File: config.mk
export PLATFORM = sky130hd
export DESIGN_NAME = spdif_subframe_sequencer
export DESIGN_NICKNAME = d
export VERILOG_FILES = /design/src/rtl/spdif_subframe_sequencer.sv
export SDC_FILE = /design/constraint.sdc
export NUM_CORES = 1
export LEC_CHECK = 0
export CORE_UTILIZATION = 55
export DETAILED_ROUTE_END_ITERATION = 7
export GPL_TIMING_DRIVEN = 0
export PLACE_DENSITY = 0.78
export REMOVE_ABC_BUFFERS = 1
export SLEW_MARGIN = 5
export SYNTH_ARGS = -nofsm -noshare
export SYNTH_HDL_FRONTEND = slang
export SYNTH_SLANG_ARGS = --single-unit
File: constraint.sdc
create_clock -name clk -period 4.45 [get_ports clk]
set_input_delay 0.6675 -clock clk [delete_from_list [all_inputs] [get_ports clk]]
set_output_delay 0.6675 -clock clk [all_outputs]
set_load 0.1 [all_outputs]
File: src/rtl/spdif_subframe_sequencer.sv
// S/PDIF subframe sequencer: Z/X/Y order check, lock, 28 slot strobes.
// Define SPDIF_SEQ_ERRCNT_EN to build the saturating error counter.
module spdif_subframe_sequencer #(
  parameter int unsigned SLOT_CLKS        = 6,
  parameter int unsigned STROBE_OFFSET    = 4,
  parameter int unsigned TIMEOUT          = 400,
  parameter int unsigned FRAMES_PER_BLOCK = 192
) (
  input  logic       clk,
  input  logic       i_rst,
  input  logic       i_enable,
  input  logic [2:0] i_flag,
  output logic       o_lock,
  output logic       o_channel,
  output logic       o_block_start,
  output logic [7:0] o_frame_idx,
  output logic       o_slot_strobe,
  output logic [4:0] o_slot_idx,
  output logic       o_subframe_done,
  output logic       o_error,
  output logic [7:0] o_err_count
);

  localparam logic [7:0]  LAST_FRAME = 8'(FRAMES_PER_BLOCK - 1);
  localparam logic [15:0] TMO_HIT    = 16'(TIMEOUT - 1);
  localparam logic [7:0]  OFS_LD     = 8'(STROBE_OFFSET - 1);
  localparam logic [7:0]  SLOT_LD    = 8'(SLOT_CLKS - 1);

  typedef enum logic {HUNT, LOCKED} state_t;

  state_t      state_q, state_d;
  logic        en_q;
  logic        ev;
  logic        is_x, is_y, is_z;
  logic        exp_x, exp_y, exp_z;
  logic        match, early, tmo_hit;
  logic [7:0]  frame_q, frame_d;
  logic        chan_q, chan_d;
  logic        bs_q, bs_d;
  logic        err_q, err_d;
  logic        run_q, run_d;
  logic [7:0]  cnt_q, cnt_d;
  logic [4:0]  slot_q, slot_d;
  logic [4:0]  idx_q, idx_d;
  logic        stb_q, stb_d;
  logic        done_q, done_d;
  logic [15:0] tmo_q, tmo_d;

  assign ev = i_enable & ~en_q;

  always_comb begin
    is_x = 1'b0;
    is_y = 1'b0;
    is_z = 1'b0;
    unique case (i_flag)
      3'b001, 3'b110: is_x = 1'b1;
      3'b010, 3'b101: is_y = 1'b1;
      3'b100, 3'b011: is_z = 1'b1;
      default: ;
    endcase
  end

  // Expected preamble follows from the last accepted one.
  assign exp_y   = ~chan_q;
  assign exp_z   = chan_q & (frame_q == LAST_FRAME);
  assign exp_x   = chan_q & (frame_q != LAST_FRAME);
  assign match   = (is_x & exp_x) | (is_y & exp_y) | (is_z & exp_z);
  assign early   = run_q & (state_q == LOCKED);
  assign tmo_hit = (tmo_q == TMO_HIT);

  always_ff @(posedge clk or posedge i_rst) begin
    if (i_rst) begin
      state_q <= HUNT;
      en_q    <= 1'b0;
      frame_q <= '0;
      chan_q  <= 1'b0;
      bs_q    <= 1'b0;
      err_q   <= 1'b0;
      run_q   <= 1'b0;
      cnt_q   <= '0;
      slot_q  <= '0;
      idx_q   <= '0;
      stb_q   <= 1'b0;
      done_q  <= 1'b0;
      tmo_q   <= '0;
    end else begin
      state_q <= state_d;
      en_q    <= i_enable;
      frame_q <= frame_d;
      chan_q  <= chan_d;
      bs_q    <= bs_d;
      err_q   <= err_d;
      run_q   <= run_d;
      cnt_q   <= cnt_d;
      slot_q  <= slot_d;
      idx_q   <= idx_d;
      stb_q   <= stb_d;
      done_q  <= done_d;
      tmo_q   <= tmo_d;
    end
  end

  always_comb begin
    state_d = state_q;
    frame_d = frame_q;
    chan_d  = chan_q;
    bs_d    = 1'b0;
    err_d   = 1'b0;
    if (ev) begin
      if (state_q == LOCKED && !early && match) begin
        if (is_x) begin
          frame_d = frame_q + 8'd1;
          chan_d  = 1'b0;
        end
        if (is_y) chan_d = 1'b1;
        if (is_z) begin
          frame_d = '0;
          chan_d  = 1'b0;
          bs_d    = 1'b1;
        end
      end else begin
        // A Z always (re)locks, even right after a violation.
        err_d = (state_q == LOCKED);
        if (is_z) begin
          state_d = LOCKED;
          frame_d = '0;
          chan_d  = 1'b0;
          bs_d    = 1'b1;
        end else begin
          state_d = HUNT;
        end
      end
    end else if (tmo_hit && state_q == LOCKED) begin
      err_d   = 1'b1;
      state_d = HUNT;
    end
  end

  always_comb begin
    run_d  = run_q;
    cnt_d  = cnt_q;
    slot_d = slot_q;
    idx_d  = idx_q;
    stb_d  = 1'b0;
    done_d = 1'b0;
    tmo_d  = (tmo_q == 16'hFFFF) ? tmo_q : tmo_q + 16'd1;
    if (ev) begin
      run_d  = 1'b1;
      cnt_d  = OFS_LD;
      slot_d = 5'd4;
      tmo_d  = '0;
    end else if (run_q) begin
      if (cnt_q == 8'd0) begin
        stb_d  = 1'b1;
        idx_d  = slot_q;
        cnt_d  = SLOT_LD;
        slot_d = slot_q + 5'd1;
        if (slot_q == 5'd31) begin
          done_d = 1'b1;
          run_d  = 1'b0;
        end
      end else begin
        cnt_d = cnt_q - 8'd1;
      end
    end
  end

  always_comb begin
    o_lock          = (state_q == LOCKED);
    o_channel       = chan_q;
    o_block_start   = bs_q;
    o_frame_idx     = frame_q;
    o_slot_strobe   = stb_q;
    o_slot_idx      = idx_q;
    o_subframe_done = done_q;
    o_error         = err_q;
  end

`ifdef SPDIF_SEQ_ERRCNT_EN
  logic [7:0] ecnt_q;

  always_ff @(posedge clk or posedge i_rst) begin
    if (i_rst)
      ecnt_q <= '0;
    else if (err_d && ecnt_q != 8'hFF)
      ecnt_q <= ecnt_q + 8'd1;
  end

  assign o_err_count = ecnt_q;
`else
  assign o_err_count = 8'd0;
`endif

endmodule
; ---- Yosys cells after proc, flatten, opt, wreduce, memory -nomap -nowiden
; Cells that the tools add are included.
[op_classes]
n_mux = 39
bitwise = 12
n_eq_ne = 13
add_sub_neg = 4
reduce_logical = 19
[ops]
columns = operator, count
row1 = $mux W8, 7
row2 = $mux W16, 2
row3 = $mux W1, 27
row4 = $add A16 B1 Y16 const B, 1
row5 = $eq A16 B16 Y1 const B, 1
row6 = $eq A16 B9 Y1 const B, 1
row7 = $mux W5, 3
row8 = $reduce_bool A2 Y1, 5
row9 = $eq A3 B3 Y1 const B, 3
row10 = $reduce_and A3 Y1, 3
row11 = $add A8 B1 Y8 const B, 1
row12 = $eq A8 B8 Y1 const B, 1
row13 = $logic_not A8 Y1, 1
row14 = $ne A8 B8 Y1 const B, 1
row15 = $sub A8 B1 Y8 const B, 1
row16 = $and A1 B1 Y1, 7
row17 = $eq A3 B2 Y1 const B, 2
row18 = $reduce_or A2 Y1, 3
row19 = $add A5 B1 Y5 const B, 1
row20 = $eq A5 B5 Y1 const B, 1
row21 = $ne A2 B2 Y1 const B, 2
row22 = $reduce_and A2 Y1, 2
row23 = $eq A3 B1 Y1 const B, 1
row24 = $logic_and A1 B1 Y1, 3
row25 = 4 further kinds, 7
[totals]
out_inout_bits = 27
ff_bits = 50

; ---- Logic depth before layout (Yosys ltp)
[depth]
word_depth = 9
ltp_mapped = 7
mapped_depth_nobuf = 6

; ---- Worst setup path before layout
; Ideal clock, no wire load.
[synth_path]
path_type = flip-flop to flip-flop
startpoint = register frame_q[1] (netlist: o_frame_idx[1])
endpoint = register state_q (netlist: o_lock)
path_stages_with_launch = 7
setup_time_ps = 122
path_buffers = 0
path_slack_ps = 1919
arrival_time_ps = 2409
period_less_slack_ps = 2531
path_cell_list = dfrtp_1 -> ha_1 -> nand4_1 -> o41a_1 -> o21ai_1 -> a21oi_1 -> a22o_1
[synth_via]
elab_chain_len = 8
elab_cells_between_ends = 11
cone_classes = eq/ne: 3 / bitwise: 6 / reduce/logical: 2
[synth_rtl]
columns = element, line
row1 = from (decl), 37  ; logic [7:0] frame_q, frame_d;
row2 = from (signal assigned), 89  ; frame_q <= frame_d;
row3 = $ne A8 B8 Y1, 66  ; assign exp_x = chan_q & (frame_q != LAST_FRAME);
row4 = $and A1 B1 Y1, 66
row5 = $and A1 B1 Y1, 67  ; assign match = (is_x & exp_x) | (is_y & exp_y) | (is_z & exp_z);
row6 = $or A1 B1 Y1, 67
row7 = $or A1 B1 Y1 (*), 67
row8 = $logic_and A1 B1 Y1 (*), 110  ; if (state_q == LOCKED && !early && match) begin
row9 = $ne A2 B2 Y1 (no line) (*), n/a
row10 = $reduce_and A2 Y1 (no line) (*), n/a
row11 = to (signal assigned), 87  ; state_q <= state_d;
row12 = to (decl), 31  ; state_t state_q, state_d;
; Mark *: on every way between the ends. The rest lies on a longest branch, timed or not.
; A chain may end at the register's enable or synchronous reset.

; ---- Worst setup path after layout
[layout_path]
startpoint = register chan_q (netlist: o_channel)
endpoint = output port o_channel
[layout_lines]
columns = element, line
row1 = from (decl), 38  ; logic chan_q, chan_d;
row2 = from (signal assigned), 90  ; chan_q <= chan_d;
row3 = to (decl), 14  ; output logic o_channel,
; No word-level cell between the ends.

==> run metrics <==
Max Clock Freq 375 MHz; Setup Buffers After CTS 0; global-route usage over all layers 0.216; EDFF count, synth 0; Nets 304; Mapped Cells 269; fin. max-slew vios 0; CTS resizes 0; crit path DAT 2.00 ns; Initial DRC Count 116; CP peak stage delay 1.18 ns; Distinct cells, synth 49; CP cell instances clkdlybuf4s50_1; cell family with most CP delay buffers and inverters; async set-reset flop share out of synthesis 1.00; CP required 3.78 ns; vias per cell 5.72; Critical Path Sink Type primary output; Synth area leaders dfrtp_1 (47%), xor2_1 (5.3%), nor2_1 (3.8%); VDD IR max 0.259 mV; smallest hold slack 0.516 ns; Yosys top cell area share 0.469; core area 0.00450 mm²; area grow syn2layout 13.8%; Slew headroom 0.347; Antenna Nets Post-Route 0; wirelength, routed 4930 µm; final setup fails 0; DRC 0; Avg Synthesized Cell Area 9.92 µm²; crit path time final 2.67 ns; Synth Cell Area 0.00267 mm²; CP Max Fanout 8; CP startpoint kind flop; DP HPWL 3500 µm; RSZ-0062 raised after global routing no; total leakage power 1.34 nW; number of synthesized register bits 50; remaining global-route overflow 0; multi-input logic area 0.00133 mm²; skew final 0.0174 ns; MaxCap Viol Count 0; CTS tree built; top_reg_cell synth dfrtp_1; Clock Tree Root clkbuf_8; Final Hold Viols 0; FP Rows 24; Slowest-stage cell, CP clkdlybuf4s50_1; starting density of the core 0.592; Cell Pwr Density 426 mW/mm²; die area 0.00513 mm²; fill count 364; CP bufs+invs 1; n_diodes 0; vias 1973; Die Wd 71.6 µm; status finished clean; fin crit share 0.600; CTS clk-pin slew, worst paths 0.11 ns; critical path class flop to primary output; most frequent cells after synthesis dfrtp_1 (50), nor2_1 (27), nand2_1 (20); die height 71.6 µm; post-synth top area cell dfrtp_1; Clock Path Buffers 2; most common cell in the synthesized netlist dfrtp_1; IO Pins 33; final setup TNS 0 ns; FF/Latch Area 0.00125 mm²; Num CTS Buffers 5; worst-skew pair later-pin latency 0.32 ns; Avg WL per Cell 14.3 µm; register area share after synthesis 0.469; Sink Count 50; vias in the first global route 1917; number of synthesis warnings 0; hold buffers post-CTS 0; min-delay worst type flop to flop; Placer Congestion 0.778; first-pass GRT wire length 8630 µm; port bufs 24; H-tree levels 2; share of layout cells above drive strength 1 0.0853; initial antenna violation count 0; largest net degree at the start of global routing 38; DR pass1 iterations 4; slew at the pin with the worst max-slew slack 0.976 ns
==> logic make-up after synthesis <==
family	Yosys count	synth area share
AOI/OAI and AO/OA	50	0.127
xor gates and xnor gates	21	0.0689
adders and majority gates	6	0.0281
buffers and inverters	23	0.0436
DFF	50	0.469
muxes	9	0.0366
other	1	0.00141
and+or+nand+nor	109	0.226
==> power by group <==
part           internal [mW]  total (mW)  switching (mW)
registers              0.523       0.584          0.0612
clock network          0.113       0.278           0.165
logic                  0.145       0.431           0.287
==> stage by stage <==
| stage | utilization | area (µm²) | setup WS [ns] | power (mW) | instances |
|---|---|---|---|---|---|
| floorplan | - | 2600 | 1.40 | 0.929 | 259 |
| global placement | 0.645 | 2910 | 0.130 | 1.00 | 335 |
| detailed placement | 0.653 | 2940 | 1.54 | 1.03 | 337 |
| CTS | 0.674 | 3040 | 1.78 | 1.31 | 345 |
| global route | 0.674 | 3040 | 1.68 | 1.37 | 345 |
| finish | 0.674 | 3040 | 1.78 | 1.29 | 345 |
==> area by class of cell <==
class,instances,share of cell area
clock inverters,3,0.00783
multi-input cells,203,0.438
repair buffers,26,0.0907
clock buffers,5,0.0227
flip-flops and latches,50,0.412
well taps,52,0.0214
inverters,6,0.00742
==> final timing paths <==
path / start / end / slack (ns) / depth (start not counted)
max: o_channel$_DFFE_PP0P_ / o_channel / 1.78 / 1
min: o_slot_idx[0]$_DFFE_PP0P_ / o_slot_idx[0]$_DFFE_PP0P_ / 0.52 / 1
max reg2reg: cnt_q[5]$_DFFE_PP0P_ / o_slot_idx[4]$_DFFE_PP0P_ / 2.11 / 5
min reg2reg: o_slot_idx[0]$_DFFE_PP0P_ / o_slot_idx[0]$_DFFE_PP0P_ / 0.52 / 1
max in group asynchronous: i_rst / o_block_start$_DFF_PP0_ / 3.34 / 3
min in group asynchronous: i_rst / cnt_q[3]$_DFFE_PP0P_ / 0.61 / 2
==> sequential cells by signal, summed over array words and instances (netlist names) <==
signal           cells
o_frame_idx          8
o_block_start        1
o_channel            1
tmo_q               16
o_lock               1
cnt_q                8
en_q                 1
o_subframe_done      1
slot_q               5
o_error              1
o_slot_idx           5
run_q                1
o_slot_strobe        1
==> metal layers <==
layer / up-vias / global-route usage / part of all wire
li1: 990 / - / -
met1: 947 / 0.278 / 0.47
met2: 28 / 0.358 / 0.48
met3: 8 / 0.0520 / 0.029
met4: 0 / 0.0784 / 0.017
met5: - / 0 / 0
==> cells in the final DEF (no fill, tap or decap), drive strengths merged, types with 6 or more instances in the layout <==
cell / n
o21ai: 12
dfrtp: 50
nor2: 28
mux2: 6
nand2: 21
nand3: 12
ha: 6
conb: 8
xor2: 16
clkdlybuf4s50: 24
a21oi: 13
inv: 7
(Power assumes the default switching activity.)
